===== config.mk =====
export PLATFORM = sky130hd
export DESIGN_NAME = sid_dac_serializer
export DESIGN_NICKNAME = d
export VERILOG_FILES = /design/src/rtl/sid_dac_serializer.sv
export SDC_FILE = /design/constraint.sdc
export NUM_CORES = 1
export LEC_CHECK = 0
export BUFFER_PORTS_ARGS = -buffer_cell sky130_fd_sc_hd__buf_2
export CAP_MARGIN = 20
export CORE_MARGIN = 5
export CORE_UTILIZATION = 58
export CTS_CLUSTER_DIAMETER = 50
export DETAILED_ROUTE_END_ITERATION = 10
export PLACE_DENSITY = 0.87
export SETUP_SLACK_MARGIN = 0.2
export SLEW_MARGIN = 5
export SYNTH_ARGS = -nofsm -noshare
export SYNTH_HDL_FRONTEND = slang
export SYNTH_SLANG_ARGS = --single-unit

===== constraint.sdc =====
create_clock -name clk -period 1.9 [get_ports clk]
set_input_delay 0.095 -clock clk [delete_from_list [all_inputs] [get_ports clk]]
set_output_delay 0.095 -clock clk [all_outputs]
set_load 0.05 [all_outputs]

===== src/rtl/sid_dac_serializer.sv =====
// Dual-channel serializer feeding two DAC7611 12-bit DACs from SID mixer samples.
// Both channels share dac_clk/dac_le; a one-deep pending slot holds a pair strobed mid-frame.
`timescale 1ns/1ps

module sid_dac_serializer #(
  parameter int CLK_DIV   = 2,
  parameter int LE_CYCLES = 2
) (
  input  logic        clk,
  input  logic        rst_b,
  input  logic [11:0] sample_1,
  input  logic [11:0] sample_2,
  input  logic        sample_valid,
  output logic        dac_clk,
  output logic        dac_dat_1,
  output logic        dac_dat_2,
  output logic        dac_le,
  output logic        busy,
  output logic        overrun
);

  localparam int DW = $clog2(CLK_DIV + 1);
  localparam int LW = $clog2(LE_CYCLES + 1);
  localparam logic [DW-1:0] DIV_MAX = DW'(CLK_DIV);
  localparam logic [LW-1:0] LE_LAST = LW'(LE_CYCLES - 1);

  typedef enum logic [1:0] {IDLE, SHIFT, LATCH} state_t;

  state_t          r_state;
  logic [11:0]     r_sh1;
  logic [11:0]     r_sh2;
  logic [11:0]     r_pend1;
  logic [11:0]     r_pend2;
  logic            r_pendValid;
  logic [3:0]      r_bitCnt;
  logic [DW-1:0]   r_divCnt;
  logic [LW-1:0]   r_leCnt;
  logic            r_dacClk;
  logic            r_dat1;
  logic            r_dat2;
  logic            r_dacLe;
  logic            r_busy;
  logic            r_overrun;

  // A zero divider count marks the first SHIFT cycle, where bit 11 is presented
  // one full half-period ahead of the first rising edge.
  always_ff @(posedge clk or negedge rst_b) begin
    if (!rst_b) begin
      r_state     <= IDLE;
      r_sh1       <= '0;
      r_sh2       <= '0;
      r_pend1     <= '0;
      r_pend2     <= '0;
      r_pendValid <= 1'b0;
      r_bitCnt    <= '0;
      r_divCnt    <= '0;
      r_leCnt     <= '0;
      r_dacClk    <= 1'b0;
      r_dat1      <= 1'b0;
      r_dat2      <= 1'b0;
      r_dacLe     <= 1'b1;
      r_busy      <= 1'b0;
      r_overrun   <= 1'b0;
    end else begin
      r_overrun <= 1'b0;
      case (r_state)
        IDLE: begin
          if (sample_valid) begin
            r_sh1       <= sample_1;
            r_sh2       <= sample_2;
            r_pendValid <= 1'b0;
            r_overrun   <= r_pendValid;
            r_bitCnt    <= 4'd11;
            r_divCnt    <= '0;
            r_state     <= SHIFT;
          end else if (r_pendValid) begin
            r_sh1       <= r_pend1;
            r_sh2       <= r_pend2;
            r_pendValid <= 1'b0;
            r_bitCnt    <= 4'd11;
            r_divCnt    <= '0;
            r_state     <= SHIFT;
          end
        end
        SHIFT: begin
          if (r_divCnt == '0) begin
            r_busy   <= 1'b1;
            r_dat1   <= r_sh1[11];
            r_dat2   <= r_sh2[11];
            r_divCnt <= DW'(1);
          end else if (r_divCnt == DIV_MAX) begin
            r_divCnt <= DW'(1);
            if (!r_dacClk) begin
              r_dacClk <= 1'b1;
            end else begin
              r_dacClk <= 1'b0;
              if (r_bitCnt == 4'd0) begin
                r_dacLe <= 1'b0;
                r_dat1  <= 1'b0;
                r_dat2  <= 1'b0;
                r_leCnt <= '0;
                r_state <= LATCH;
              end else begin
                r_bitCnt <= r_bitCnt - 4'd1;
                r_sh1    <= r_sh1 << 1;
                r_sh2    <= r_sh2 << 1;
                r_dat1   <= r_sh1[10];
                r_dat2   <= r_sh2[10];
              end
            end
          end else begin
            r_divCnt <= r_divCnt + DW'(1);
          end
        end
        LATCH: begin
          if (r_leCnt == LE_LAST) begin
            r_dacLe <= 1'b1;
            r_busy  <= 1'b0;
            r_state <= IDLE;
          end else begin
            r_leCnt <= r_leCnt + LW'(1);
          end
        end
        default: r_state <= IDLE;
      endcase

      // Strobes during a frame park in the pending slot; the newest pair always wins.
      if (sample_valid && (r_state != IDLE)) begin
        r_pend1     <= sample_1;
        r_pend2     <= sample_2;
        r_pendValid <= 1'b1;
        r_overrun   <= r_pendValid;
      end
    end
  end

  assign dac_clk   = r_dacClk;
  assign dac_dat_1 = r_dat1;
  assign dac_dat_2 = r_dat2;
  assign dac_le    = r_dacLe;
  assign busy      = r_busy;
  assign overrun   = r_overrun;

endmodule


==> results of run 1 <==
## power by group
group | switching [mW] | internal, mW | total [mW]
Sequential | 0.0255 | 1.44 | 1.46
Combinational | 0.108 | 0.133 | 0.241
Clock | 0.543 | 0.805 | 1.35
## sequential cells by signal, summed over array words and instances (netlist names)
register / cells
r_pend1: 12
r_pend2: 12
r_sh1: 12
r_sh2: 12
r_bitCnt: 4
r_divCnt: 2
r_leCnt: 2
r_state: 2
busy: 1
dac_clk: 1
dac_dat_1: 1
dac_dat_2: 1
dac_le: 1
overrun: 1
r_pendValid: 1
## placed cells by master, fill, tap and decap left out, types with 4 or more instances in the layout
| cell type | n |
|---|---|
| o21ai_0 | 34 |
| nor3_1 | 4 |
| mux2_2 | 25 |
| a21oi_1 | 9 |
| nand2_1 | 32 |
| dlygate4sd3_1 | 22 |
| or2_4 | 4 |
| clkbuf_8 | 11 |
| nor2_1 | 5 |
| inv_1 | 5 |
| dfrtp_1 | 63 |
| mux2i_1 | 24 |
| buf_4 | 12 |
| buf_2 | 32 |
| o21ai_2 | 18 |
| o21ai_1 | 22 |
| buf_6 | 4 |
## layer usage
metal,global-route usage,share of wire,up-vias
met5,0,0,-
met4,0.0775,0.030,0
met3,0.0661,0.067,31
met2,0.312,0.49,139
met1,0.274,0.41,1318
li1,-,-,1204
## per-stage QoR
step / std cells / hold WS (ns) / utilization
floorplan: 302 / -0.201 / -
global placement: 392 / 0.131 / 0.649
detailed placement: 392 / 0.132 / 0.649
CTS: 428 / 0.000150 / 0.733
global route: 441 / 0.0142 / 0.775
finish: 441 / -0.000810 / 0.775
## kinds of logic after synthesis
logic type	Yosys count	share of synthesized area
buffers and inverters	29	0.0444
AOI/OAI and AO/OA	98	0.167
muxes	49	0.165
DFF	65	0.516
adders and majority gates	3	0.0119
and+or+nand+nor	56	0.0896
xor gates and xnor gates	2	0.00555
## cells in the mapped netlist, drive strengths merged, types with 3 or more instances
master  instances  area, um2
nor2            6       22.5
dfrtp          64       1600
a21oi           9       45.0
nand2          32        120
o21ai          74        370
ha              3       37.5
nor3b           4       35.0
clkbuf         10       37.5
inv             8       30.0
mux2           25        282
nor3            4       20.0
mux2i          24        240
buf            11       72.6
a22oi           3       22.5
## final timing paths
kind,startpoint,end
min in group asynchronous,rst_b,r_pend2[7]$_DFFE_PN0P_
worst max-delay path,r_bitCnt[0]$_DFFE_PN0P_,r_sh1[10]$_DFFE_PN0P_
worst max register to register,r_bitCnt[0]$_DFFE_PN0P_,r_sh1[10]$_DFFE_PN0P_
max in group asynchronous,rst_b,dac_le$_DFFE_PN1P_
worst min-delay path,sample_1[10],r_pend1[10]$_DFFE_PN0P_
worst min register to register,r_sh2[9]$_DFFE_PN0P_,r_sh2[9]$_DFFE_PN0P_
## layout make-up
type                            instances  share of cell area
Clock buffer                           11              0.0375
Clock inverter                          5              0.0192
Inverter                                8             0.00744
Multi-Input combinational cell        211               0.378
Sequential cell                        65               0.404
Tap cell                               70              0.0217
Timing Repair Buffer                   71               0.133
## timing repair
item,in CTS,in global routing
buffers inserted,1,4
hold buffers,17,5
hold endpoints to repair,80,5
setup endpoints to repair,23,28
gates cloned,2,4
gates resized for setup,8,49
pin swaps,2,17
==> run_results.csv, run 1 <==
group,metric,value,unit
sta,finClkSkew,0.00857,ns
power,p_per_area,756,mW/mm2
hold_path,hp-class,"input port to flop",
layout,seqCellArea,0.00163,mm2
floorplan,start_util,0.606,
power,peakVddDrop,0.600,mV
sta,setup_viol,0,
logic_synthesis,ys_ff_latch,65,
critical_path,critical_path.top_delay_family,"compound AO/OA/AOI/OAI gates",
critical_path,worstPathArrival,2.02,ns
logic_synthesis,synth_nets,332,
critical_path,r2r_slack,0.11,ns
layout,design_area,0.00404,mm2
route,vias,2692,
floorplan,die_h,83.8,um
sta,timing.final.ws_setup,0.113,ns
logic_synthesis,synth_edf_count,0,
floorplan,ios,33,
placed_design,pre_cts_slack,0.136,ns
critical_path,cp_cell_sequence,"inv_2 -> ha_4 -> nor3b_4 -> o31a_4 -> buf_6 -> o21ai_1 -> o21ai_2",
clocking,cts_max_level,3,
critical_path,path_max_fanout,8,
logic_synthesis,synth_cell_types,39,
clocking,worstSkewPairLatency,0.35,ns
layout,fillCellCount,312,
sta,hold_viol,1,
critical_path,critPathSlowestCell,"dfrtp_1",
clocking,cts-root-buf,"clkbuf_8",
route,wire_per_inst,18.3,um
sta,rsz0062_at_grt,"true",
outcome,failed_checks,"hold timing",
route,first_pass_iters,5,
clocking,cts.clk_slew.worst_paths,0.07,ns
critical_path,crit_type,"flop to flop",
route,drtIter0Drc,361,
hold_path,worstHoldPathCells,2,
clocking,cts_sinks,65,
placed_design,dpl.hpwl,4.20,mm
clocking,cts_tree,"done",
critical_path,cp-start-kind,"flop",
route,ant_nets,0,
sta,relSlewSlack,0.696,
critical_path,worst-endpoint-required,2.13,ns
sta,finalCritPeriodShare,0.941,
job,drv_cap,0,
sta,holdWs,-0.000810,ns
global_routing,grt_max_degree,66,
placed_design,port_buffers,32,
floorplan,rows,26,
power,power,3.05,mW
logic_synthesis,synth_cells,302,
floorplan,core_area,0.00520,mm2
clocking,numCtsBuffers,9,
global_routing,grt_pass1_vias,2468,
sta,maxSlewViolCount,0,
global_routing,antenna_found_initial,0,
critical_path,worstRegToRegCells,7,
power,p_leak,1.81,nW
logic_synthesis,synth.avg_cell_area,10.4,um2
floorplan,dieArea,0.00702,mm2
outcome,status,"complete, but fails checks",
logic_synthesis,postSynth.asyncResetShare,1.00,
layout,layout-drive-gt1-share,0.337,
critical_path,cp_num_buf_inv,2,
sta,fmax,559,MHz
global_routing,grt_overflow,0,
critical_path,end_kind,"flop",
sta,min_period,1.79,ns
route,drc,0,
critical_path,worstSetupPathDepth,7,
layout,syn_to_final_growth,27.9,%
sta,tightestPinTransition,0.454,ns
logic_synthesis,ys_seq_area_frac,0.516,
layout,antenna_cells,0,
placed_design,place_area,0.00338,mm2
logic_synthesis,syn_area,0.00316,mm2
global_routing,grt_use_total,0.205,
route,viasPerCell,6.10,
placed_design,gp_congestion,0.824,
sta,fin_tns_setup,0,ns
logic_synthesis,yosys_warnings,0,
floorplan,die_w,83.8,um
critical_path,cp_slowest_stage_delay,0.41,ns
logic_synthesis,ys.flop_type,"dfrtp_1",
layout,finalNetCount,396,
layout,multi_input_area,0.00152,mm2
clocking,clockBufferDepth,2,
global_routing,grt_pass1_wl,11.6,mm
route,totalWireLength,8.05,mm
No activity file was read; power rests on OpenSTA's default activity.
==> inputs of run 2 (changes only) <==
--- a/config.mk
+++ b/config.mk
@@ -5,14 +5,16 @@
 export SDC_FILE = /design/constraint.sdc
 export NUM_CORES = 1
 export LEC_CHECK = 0
-export BUFFER_PORTS_ARGS = -buffer_cell sky130_fd_sc_hd__buf_2
 export CAP_MARGIN = 20
 export CORE_MARGIN = 5
-export CORE_UTILIZATION = 58
+export CORE_UTILIZATION = 63
 export CTS_CLUSTER_DIAMETER = 50
 export DETAILED_ROUTE_END_ITERATION = 10
+export DONT_BUFFER_PORTS = 1
+export HOLD_SLACK_MARGIN = 0.08
 export PLACE_DENSITY = 0.87
 export SETUP_SLACK_MARGIN = 0.2
+export SKIP_CTS_REPAIR_TIMING = 1
 export SLEW_MARGIN = 5
 export SYNTH_ARGS = -nofsm -noshare
 export SYNTH_HDL_FRONTEND = slang
==> run 2 against run 1 <==
Effect of this change:
- count of clock-buffer cells in the layout is 3 higher
- register-to-register slack better by 0.12 ns
- via count is 11% lower
- worst setup slack better by 0.12 ns
- clock power is 24% lower
- hold slack better by 0.079 ns
- critical path type unchanged
- clock skew is 0.0030 ns lower
- routed wire length is 14% lower
- largest cell class unchanged
- highest routed layer unchanged
- the flow now finishes without violations
==> run_results.csv, run 2 (synthesis results as in run 1) <==
group,metric,value,unit
sta,hold_viol,0,
floorplan,dieArea,0.00652,mm2
route,totalWireLength,6.92,mm
layout,syn_to_final_growth,20.0,%
sta,tightestPinTransition,0.511,ns
critical_path,cp-start-kind,"flop",
layout,final_common_cell,"dfrtp_1",
clocking,clockBufferDepth,2,
floorplan,start_util,0.659,
route,ant_nets,0,
layout,design_area,0.00379,mm2
outcome,status,"completed",
sta,setup_viol,0,
critical_path,cp_cell_sequence,"inv_2 -> ha_4 -> nor3b_4 -> o31a_1 -> buf_6 -> o21ai_1 -> o21ai_2",
critical_path,worstPathArrival,1.89,ns
global_routing,grt_overflow,0,
sta,finClkSkew,0.00555,ns
floorplan,rows,25,
sta,min_period,1.67,ns
global_routing,grt_pass1_wl,10.7,mm
clocking,cts.clk_slew.worst_paths,0.06,ns
critical_path,crit_type,"flop to flop",
sta,relSlewSlack,0.660,
sta,fin_tns_setup,0,ns
sta,maxSlewViolCount,0,
clocking,worstSkewPairLatency,0.34,ns
power,peakVddDrop,0.573,mV
placed_design,dpl.hpwl,4.03,mm
global_routing,grt_max_degree,66,
clocking,cts_sinks,65,
floorplan,die_w,80.8,um
sta,fmax,600,MHz
clocking,numCtsBuffers,9,
job,drv_cap,0,
route,drc,0,
global_routing,grt_pass1_vias,2257,
power,p_leak,1.64,nW
critical_path,end_kind,"flop",
critical_path,critPathSlowestCell,"dfrtp_1",
sta,rsz0062_at_grt,"true",
hold_path,hp-class,"input port to flop",
placed_design,port_buffers,0,
floorplan,ios,33,
layout,fillCellCount,272,
critical_path,path_max_fanout,11,
route,first_pass_iters,4,
sta,finalCritPeriodShare,0.878,
placed_design,gp_congestion,0.817,
clocking,cts_tree,"done",
route,drtIter0Drc,200,
floorplan,core_area,0.00479,mm2
layout,finalNetCount,364,
route,wire_per_inst,17.1,um
layout,layout-drive-gt1-share,0.220,
critical_path,cp_slowest_stage_delay,0.38,ns
route,vias,2407,
floorplan,die_h,80.8,um
layout,mostFrequentLayoutCells,"dfrtp_1, o21ai_0, nand2_1, o21ai_1, dlygate4sd3_1",
route,viasPerCell,5.96,
global_routing,grt_use_total,0.217,
global_routing,antenna_found_initial,0,
clocking,cts_max_level,3,
clocking,cts-root-buf,"clkbuf_8",
critical_path,worst-endpoint-required,2.12,ns
power,p_per_area,709,mW/mm2
placed_design,place_area,0.00321,mm2
layout,antenna_cells,0,
[run 2: cell count changes in the layout (fill, tap and decap cells not counted), sizes merged]
cell         delta
clkbuf          +3
clkinv          -2
buf            -35
or2             -1
dlygate4sd3     +4
clkinvlp        -1
bufinv          -2
[run 2: cell type report]
class / count / area, um2 / share of cell area
clock buffer: 14 / 163 / 0.0430
inverter: 8 / 30.0 / 0.00793
multi-input combinational: 210 / 1470 / 0.389
sequential: 65 / 1630 / 0.431
tap: 67 / 83.8 / 0.0221
timing repair buffer: 40 / 405 / 0.107
[run 2: stage by stage]
step / utilization / cells / hold WS, ns / setup WS (ns) / power [mW]
after floorplan: - / 302 / -0.201 / 0.251 / 1.60
after global placement: 0.670 / 356 / -0.199 / 0.239 / 1.60
after detailed placement: 0.670 / 356 / -0.199 / 0.130 / 1.61
after CTS: 0.704 / 370 / -0.560 / 0.122 / 2.61
after global routing: 0.791 / 404 / 0.110 / 0.139 / 2.78
final: 0.791 / 404 / 0.0785 / 0.232 / 2.68
[run 2: worst max-delay path: cells and delay by family (launching register included)]
kind | cells | cell delay [ns]
flops | 1 | 0.38
buf+inv | 2 | 0.27
simple gates | 1 | 0.14
compound gates | 3 | 0.59
fa+ha+maj | 1 | 0.16
[run 2: per-layer routing]
layer,part of all wire,global-route usage
met2,0.49,0.334
met4,0.025,0.0963
met3,0.054,0.0565
met1,0.43,0.291
met5,0,0
[run 2: final timing paths]
path | cells after the start | slack, ns | endpoint | start
worst max register to register | 7 | 0.23 | r_sh2[11]$_DFFE_PN0P_ | r_bitCnt[0]$_DFFE_PN0P_
worst min-delay path | 4 | 0.08 | r_sh1[3]$_DFFE_PN0P_ | sample_1[3]
max in group asynchronous | 2 | 1.30 | dac_le$_DFFE_PN1P_ | rst_b
min in group asynchronous | 2 | 0.28 | r_pend1[8]$_DFFE_PN0P_ | rst_b
worst max-delay path | 7 | 0.23 | r_sh2[11]$_DFFE_PN0P_ | r_bitCnt[0]$_DFFE_PN0P_
worst min register to register | 2 | 0.50 | r_sh1[4]$_DFFE_PN0P_ | r_sh1[4]$_DFFE_PN0P_
[run 2: report_power, final]
part / internal [mW] / total, mW / switching (mW) / leakage, nW
sequential: 1.44 / 1.47 / 0.0308 / 0.799
combinational: 0.122 / 0.197 / 0.0749 / 0.754
clock: 0.533 / 1.02 / 0.486 / 0.0826
total: 2.09 / 2.68 / 0.591 / 1.64
==> inputs of run 3 (changes only) <==
--- a/config.mk
+++ b/config.mk
@@ -13,6 +13,7 @@
 export DONT_BUFFER_PORTS = 1
 export HOLD_SLACK_MARGIN = 0.08
 export PLACE_DENSITY = 0.87
+export REMOVE_ABC_BUFFERS = 1
 export SETUP_SLACK_MARGIN = 0.2
 export SKIP_CTS_REPAIR_TIMING = 1
 export SLEW_MARGIN = 5
==> run 3 against run 2 <==
Effect of this change:
- die area unchanged
- final area about the same
- critical path type unchanged
- worst setup slack got worse by 0.093 ns
- sequential share of layout area about the same
- final cell count increased by 0.99%
- power decreased by 0.57%
- sequential power about the same
- critical path depth unchanged
- first-iteration DRC count increased by 65%
- count of clock-buffer cells in the layout decreased by 3
- non-clock buffer count increased by 2
- register-to-register slack got worse by 0.09 ns
==> run_results.csv, run 3 (synthesis results as in run 1) <==
group,metric,value,unit
outcome,status,"completed",
placed_design,gp_congestion,0.797,
layout,antenna_cells,0,
critical_path,worst-endpoint-required,2.16,ns
floorplan,die_h,80.8,um
floorplan,rows,25,
placed_design,pre_cts_slack,0.128,ns
floorplan,start_util,0.659,
global_routing,grt_pass1_vias,2248,
clocking,cts-root-buf,"clkbuf_8",
route,drtIter0Drc,329,
sta,rsz0062_at_grt,"true",
layout,final_common_cell,"dfrtp_1",
placed_design,port_buffers,0,
floorplan,dieArea,0.00652,mm2
sta,fmax,568,MHz
sta,maxSlewViolCount,0,
critical_path,critPathSlowestCell,"dfrtp_1",
critical_path,end_kind,"flop",
floorplan,core_area,0.00479,mm2
critical_path,path_max_fanout,11,
placed_design,place_area,0.00320,mm2
power,p_per_area,705,mW/mm2
sta,hold_viol,0,
global_routing,grt_use_total,0.212,
global_routing,grt_max_degree,66,
clocking,cts.clk_slew.worst_paths,0.07,ns
layout,final_util,0.791,
global_routing,grt_overflow,0,
global_routing,antenna_found_initial,0,
floorplan,ios,33,
critical_path,cp-start-kind,"flop",
route,ant_nets,0,
global_routing,grt-busiest-layer,"met2",
critical_path,crit_type,"flop to flop",
clocking,cts_max_level,3,
job,drv_cap,0,
placed_design,dpl.hpwl,3.96,mm
route,totalWireLength,7.57,mm
sta,timing.final.ws_setup,0.139,ns
route,viasPerCell,6.13,
power,seqPwrFrac,0.550,
layout,final_cell_count_no_fill,408,
route,drc,0,
hold_path,hp-class,"input port to flop",
layout,layout-drive-gt1-share,0.232,
layout,syn_to_final_growth,19.9,%
floorplan,die_w,80.8,um
critical_path,cp_slowest_stage_delay,0.40,ns
layout,mostFrequentLayoutCells,"dfrtp_1, o21ai_0, nand2_1, o21ai_1, dlygate4sd3_1",
sta,tightestPinTransition,0.499,ns
power,switchingPower,0.618,mW
sta,setup_viol,0,
route,wire_per_inst,18.6,um
sta,finalCritPeriodShare,0.927,
power,peakVddDrop,0.561,mV
clocking,clockBufferDepth,2,
clocking,cts_tree,"done",
clocking,worstSkewPairLatency,0.35,ns
power,p_int,2.05,mW
route,vias,2499,
clocking,cts_sinks,65,
sta,min_period,1.76,ns
critical_path,worstPathArrival,2.03,ns
sta,holdWs,0.0683,ns
route,first_pass_iters,4,
clocking,numCtsBuffers,9,
global_routing,met1_usage,0.265,
global_routing,grt_use_met2,0.347,
layout,finalNetCount,367,
sta,finClkSkew,0.00346,ns
power,power,2.67,mW
power,combPwrFrac,0.074,
power,p_leak,1.66,nW
critical_path,cp_cell_sequence,"inv_2 -> ha_4 -> nor3b_4 -> o31a_1 -> buf_6 -> o21ai_0 -> o21ai_1",
placed_design,dp_cells,357,
sta,relSlewSlack,0.667,
power,power.share.switching,0.232,
layout,design_area,0.00378,mm2
global_routing,grt_pass1_wl,10.5,mm
global_routing,met3_usage,0.0443,
sta,fin_tns_setup,0,ns
power,p_clk_frac,0.376,
[run 3: routing by layer]
metal | vias up | routed length [um]
met4 | 0 | 191
li1 | 1139 | -
met5 | - | 0
met3 | 20 | 477
met2 | 97 | 3960
met1 | 1243 | 2950
[run 3: critical path: cells and delay by family (launching register included)]
| family | cells | cell delay (ns) |
|---|---|---|
| AOI/OAI and AO/OA | 3 | 0.57 |
| adders and majority gates | 1 | 0.14 |
| buffers and inverters | 2 | 0.30 |
| DFF | 1 | 0.40 |
| and+or+nand+nor | 1 | 0.28 |
[run 3: worst paths after layout]
| check | end | cells after the start | startpoint | slack, ns |
|---|---|---|---|---|
| worst max-delay path | r_sh2[10]$_DFFE_PN0P_ | 7 | r_bitCnt[0]$_DFFE_PN0P_ | 0.14 |
| worst min-delay path | r_sh1[11]$_DFFE_PN0P_ | 4 | sample_1[11] | 0.07 |
| worst max register to register | r_sh2[10]$_DFFE_PN0P_ | 7 | r_bitCnt[0]$_DFFE_PN0P_ | 0.14 |
| worst min register to register | r_sh2[4]$_DFFE_PN0P_ | 2 | r_sh2[4]$_DFFE_PN0P_ | 0.50 |
| max in group asynchronous | dac_le$_DFFE_PN1P_ | 2 | rst_b | 1.30 |
| min in group asynchronous | r_pend2[2]$_DFFE_PN0P_ | 2 | rst_b | 0.29 |
[run 3: cell type report]
class                           count  area (um2)
Inverter                            8        30.0
Clock buffer                       11         141
Fill cell                         272        1000
Clock inverter                      4        20.0
Multi-Input combinational cell    211        1470
Tap cell                           67        83.8
Timing Repair Buffer               42         408
Sequential cell                    65        1630
[run 3: power groups by stage]
stage | sequential [mW] | clock, mW | combinational, mW
2_1_floorplan | 1.48 | 0 | 0.104
3_3_place_gp | 1.49 | 0 | 0.117
3_5_place_dp | 1.49 | 0 | 0.121
4_1_cts | 1.47 | 0.998 | 0.121
5_1_grt | 1.47 | 1.07 | 0.220
6_report | 1.47 | 1.00 | 0.198
